==> config.mk <==
export PLATFORM = sky130hd
export DESIGN_NAME = uart_rx_top
export DESIGN_NICKNAME = d
export VERILOG_FILES = /design/src/rtl/uart_rx_top.sv
export SDC_FILE = /design/constraint.sdc
export NUM_CORES = 1
export LEC_CHECK = 0
export CAP_MARGIN = 40
export CORE_ASPECT_RATIO = 0.8
export CORE_MARGIN = 4
export CORE_UTILIZATION = 35
export DETAILED_ROUTE_END_ITERATION = 7
export GPL_TIMING_DRIVEN = 1
export PLACE_DENSITY = 0.64
export SYNTH_ARGS = -nofsm -noshare
export SYNTH_HDL_FRONTEND = slang
export SYNTH_SLANG_ARGS = --single-unit
==> constraint.sdc <==
create_clock -name clk -period 2.7 [get_ports clk]
set_input_delay 0.675 -clock clk [delete_from_list [all_inputs] [get_ports clk]]
set_output_delay 0.675 -clock clk [all_outputs]
set_load 0.01 [all_outputs]
==> src/rtl/uart_rx_top.sv <==
// uart_rx_top: oversampling UART receiver, 8 data bits, optional parity, one stop bit.
module uart_rx_top #(
    parameter int DATA_WIDTH = 8
) (
    input  logic                  clk,
    input  logic                  rst,
    input  logic                  PAR_TYP,
    input  logic                  PAR_EN,
    input  logic [5:0]            Prescale,
    input  logic                  RX_IN,
    output logic [DATA_WIDTH-1:0] P_DATA,
    output logic                  data_valid
);
    typedef enum logic [2:0] {IDLE, START, DATA, PARITY, STOP} state_t;
    localparam int BW = $clog2(DATA_WIDTH);
    state_t state, next;
    logic [5:0] p_lat, edge_cnt;
    logic par_en, par_typ, parity_err;
    logic [BW-1:0] bit_cnt;
    logic [1:0] smp;
    logic [DATA_WIDTH-1:0] shift;
    logic mid, last, bit_val, exp_par, start_det;
    assign mid       = edge_cnt == (p_lat >> 1) + 6'd1;
    assign last      = edge_cnt == p_lat - 6'd1;
    assign bit_val   = (smp[0] & smp[1]) | (smp[0] & RX_IN) | (smp[1] & RX_IN);
    assign exp_par   = par_typ ? ~^shift : ^shift;
    assign start_det = state == IDLE && !RX_IN;
    always_ff @(posedge clk)
        state <= rst ? IDLE : next;
    always_comb begin
        next = state;
        case (state)
            IDLE:    next = RX_IN ? IDLE : START;
            START:   next = (mid && bit_val) ? IDLE : (last ? DATA : START);
            DATA:    next = (last && bit_cnt == BW'(DATA_WIDTH - 1)) ? (par_en ? PARITY : STOP) : DATA;
            PARITY:  next = last ? STOP : PARITY;
            STOP:    next = mid ? IDLE : STOP;
            default: next = IDLE;
        endcase
    end
    // The line may go low again during the tail of the stop period, so STOP exits at its decision point.
    always_ff @(posedge clk) begin
        if (rst) begin
            p_lat      <= '0;
            edge_cnt   <= '0;
            par_en     <= 1'b0;
            par_typ    <= 1'b0;
            parity_err <= 1'b0;
            bit_cnt    <= '0;
            smp        <= '0;
            shift      <= '0;
            P_DATA     <= '0;
            data_valid <= 1'b0;
        end else begin
            edge_cnt <= state == IDLE ? {5'b0, !RX_IN} : (last ? 6'd0 : edge_cnt + 6'd1);
            if (edge_cnt == (p_lat >> 1) - 6'd1) smp[0] <= RX_IN;
            if (edge_cnt == (p_lat >> 1)) smp[1] <= RX_IN;
            if (start_det) begin
                p_lat      <= Prescale;
                par_en     <= PAR_EN;
                par_typ    <= PAR_TYP;
                parity_err <= 1'b0;
                bit_cnt    <= '0;
                data_valid <= 1'b0;
            end
            if (state == DATA && mid) shift[bit_cnt] <= bit_val;
            if (state == DATA && last) bit_cnt <= bit_cnt + 1'b1;
            if (state == PARITY && mid) parity_err <= bit_val != exp_par;
            if (state == STOP && mid && bit_val && !parity_err) begin
                P_DATA     <= shift;
                data_valid <= 1'b1;
            end
        end
    end
endmodule

==> out/qor.yml <==
min_path:
  min_path_type: "flop to flop"
  holdCritStartpoint: "data_valid"
  holdPathStages: 2
  min_to: "data_valid"
floorplanning:
  core_sq_mm: 0.00657
  initial_core_util: 0.370
  die_h_um: 82.6
  boundaryPins: 20
  die_w_um: 101
  fp-row-count: 26
  die-area_sq_mm: 0.00836
timing:
  period_needed_ns: 2.20
  max_freq_mhz: 455
  setup_tns_ns: 0
  worstMarginPinSlew_ns: 0.563
  slew_violations: 0
  hold_viol: 0
  finalWorstSetupSlack_ns: 0.501
  slew_headroom: 0.623
  setup_violations: 0
  fin_crit_sh: 0.814
  rsz0062_at_grt: "no"
  finClkSkew_ns: 0.00684
job:
  maxCapViolCount: 0
pwr:
  swShare: 0.271
  p_clk_frac: 0.331
  leakagePower_nw: 1.11
  vdd_drop_max_mv: 0.273
  internal_power_w: 0.000900
  p_total_w: 0.00123
  powerDensity_mw_per_mm2: 445
  combPwrFrac: 0.160
  p_seq_frac: 0.509
  p_sw_w: 0.000335
setup_path:
  crit_type: "flop to flop"
  cp_max_fo: 5
  worst-path-stages: 7
  cp.required_ns: 2.87
  cpMostUsedCell: "nand4_1"
  r2r-end: "shift[7]"
  cp_slowest_stage_delay_ns: 0.39
  worst-r2r-cell-count: 7
  worstPathArrival_ns: 2.37
  slowest_stage: "dfxtp_1"
  worst_setup_path_start_kind: "flop"
  path_delay_family: "simple AND/OR/NAND/NOR gates"
  path_cells: "inv_1 -> ha_1 -> xnor2_1 -> nand4_1 -> nor4_2 -> nand4_1 -> mux2i_1"
  critical_path_buf_inv_count: 1
  reg2reg_from: "p_lat[1]"
  reg2reg_slack_ns: 0.50
  cp-end-kind: "flop"
yosys:
  yosys_register_bits: 40
  yosysTopAreaCellShare: 0.329
  synth_edf_count: 0
  async_flop_share: 0
  syn_avg_cell_area_sq_um: 9.11
  syn_nets: 285
  synth-main-ff-cell: "dfxtp_1"
  yosysTopAreaCell: "dfxtp_1"
  synth_cell_types: 56
  synth_cells: 267
  yosysSeqAreaShare: 0.329
  synth_area_leaders: "dfxtp_1, mux2i_1, nand2b_1"
  syn-cell-area_sq_mm: 0.00243
  yosys_warnings: 0
clock_tree:
  clk_pin_slew_ns: 0.08
  clk_latency_ns: 0.29
  holdBufCountCts: 0
  cts_sinks: 40
  tritoncts: "yes"
  cts_buffer_depth: 2
  root_buffer: "clkbuf_8"
  cts_max_level: 2
  post_cts_resized: 0
  post_cts_buffers: 0
  cts_buffers: 5
routing:
  antenna_left: 0
  drtIter0Drc: 82
  drt-pass1-iter-count: 4
  vias: 1928
  wire_per_inst_um: 14.1
  drcViolationCount: 0
  wirelength_mm: 5.22
  avgViaCountPerCell: 5.22
finish:
  ff_latch_area_sq_um: 801
  n_fill_cell: 656
  area_delta_synth_final_pct: 14.1
  drive_gt1_frac: 0.102
  multi_input_area_sq_mm: 0.00151
  diodes: 0
  nets: 302
grt:
  grt-ovfl-total: 0
  grt_pass1_vias: 1776
  grt_antenna_before_repair: 0
  grt_max_degree: 18
  grt_pass1_wl_mm: 8.80
  grt.total_usage: 0.133
placement:
  io_buffers: 19
  place_hpwl_mm: 3.86
  dp_slack_ns: 0.280
  globalplace.congestion: 0.837
run_status:
  status: "finished, final reports clean"
[worst register-to-register path: cells and delay by family, from the launching register on]
kind          cells  cell delay (ns)
xor+xnor          1             0.38
mux               1             0.15
fa+ha+maj         1             0.31
simple gates      3             0.75
flops             1             0.39
buf+inv           1             0.10
[how the worst max path moves through the flow]
| stage | end | start |
|---|---|---|
| 2_1_floorplan | bit_cnt[0] | p_lat[2] |
| 3_3_place_gp | state[0] | RX_IN |
| 3_5_place_dp | state[1] | RX_IN |
| 4_1_cts | P_DATA[2] | p_lat[1] |
| 5_1_grt | state[1] | p_lat[1] |
| 6_report | shift[7] | p_lat[1] |
[power groups by stage]
stage	Combinational (W)	Sequential, W	Clock [W]
2_1_floorplan	0.000154	0.000628	0
3_3_place_gp	0.000193	0.000641	0
3_5_place_dp	0.000195	0.000641	0
4_1_cts	0.000197	0.000627	0.000421
5_1_grt	0.000219	0.000630	0.000443
6_report	0.000197	0.000628	0.000409
[state kept, by name (all words and copies together) (netlist names)]
signal and count:
data_valid 1, smp 2, shift 8, par_en 1, bit_cnt 3, parity_err 1
state 3, p_lat 6, P_DATA 8, par_typ 1, edge_cnt 6
[per-layer routing]
layer	track usage	up-vias	share of wire
met4	0.0544	0	0.016
met3	0.0336	6	0.048
li1	-	963	-
met1	0.191	917	0.52
met2	0.187	42	0.42
met5	0	-	0
[stage by stage]
stage / std cells / hold WS [ns] / area, sq um / util
3_5_place_dp: 361 / 0.449 / 2690 / 0.409
5_1_grt: 369 / 0.493 / 2780 / 0.423
2_1_floorplan: 267 / 0.445 / 2430 / -
3_3_place_gp: 361 / 0.448 / 2690 / 0.409
4_1_cts: 369 / 0.465 / 2780 / 0.423
6_report: 369 / 0.462 / 2780 / 0.423
[cell usage after synthesis, drive strengths merged (2+ instances only)]
| master | count |
|---|---|
| or2 | 2 |
| nand3b | 3 |
| clkbuf | 5 |
| nor2b | 4 |
| ha | 7 |
| nor4 | 5 |
| buf | 12 |
| xnor2 | 14 |
| nor3 | 8 |
| a21oi | 13 |
| o31ai | 2 |
| xor2 | 16 |
| o41ai | 2 |
| nor2 | 10 |
| inv | 6 |
| and3 | 4 |
| nand2 | 25 |
| o21a | 2 |
| dfxtp | 40 |
| nand2b | 25 |
| nand3 | 12 |
| mux2i | 20 |
| or3 | 2 |
| nor3b | 4 |
| o311ai | 2 |
| nand4 | 4 |
[cell families (layout without fill, tap and decap cells)]
| group | Yosys count | after routing | synth area share |
|---|---|---|---|
| buf+inv | 23 | 41 | 0.0509 |
| flops | 40 | 40 | 0.329 |
| mux | 21 | 21 | 0.0869 |
| simple gates | 112 | 112 | 0.267 |
| compound gates | 33 | 33 | 0.107 |
| xor+xnor | 30 | 30 | 0.119 |
| fa+ha+maj | 8 | 8 | 0.0401 |
[cell type report]
class | instances | area share
clock buffers | 8 | 0.0324
inverters | 6 | 0.00811
multi-input cells | 204 | 0.543
flip-flops and latches | 40 | 0.288
well taps | 84 | 0.0379
repair buffers | 27 | 0.0901
[layout by cell type (no fill, tap or decap), drive strengths merged, types with 3 or more instances in the layout]
master         instances
dfxtp                 40
nand2b                25
nand2                 25
mux2i                 20
clkdlybuf4s50         19
xor2                  16
xnor2                 14
a21oi                 13
nand3                 12
nor2                  10
buf                    8
nor3                   8
clkbuf                 8
ha                     7
inv                    6
nor4                   5
and3                   4
nor2b                  4
nand4                  4
nor3b                  4
nand3b                 3
Power figures use the tool's default switching activity.
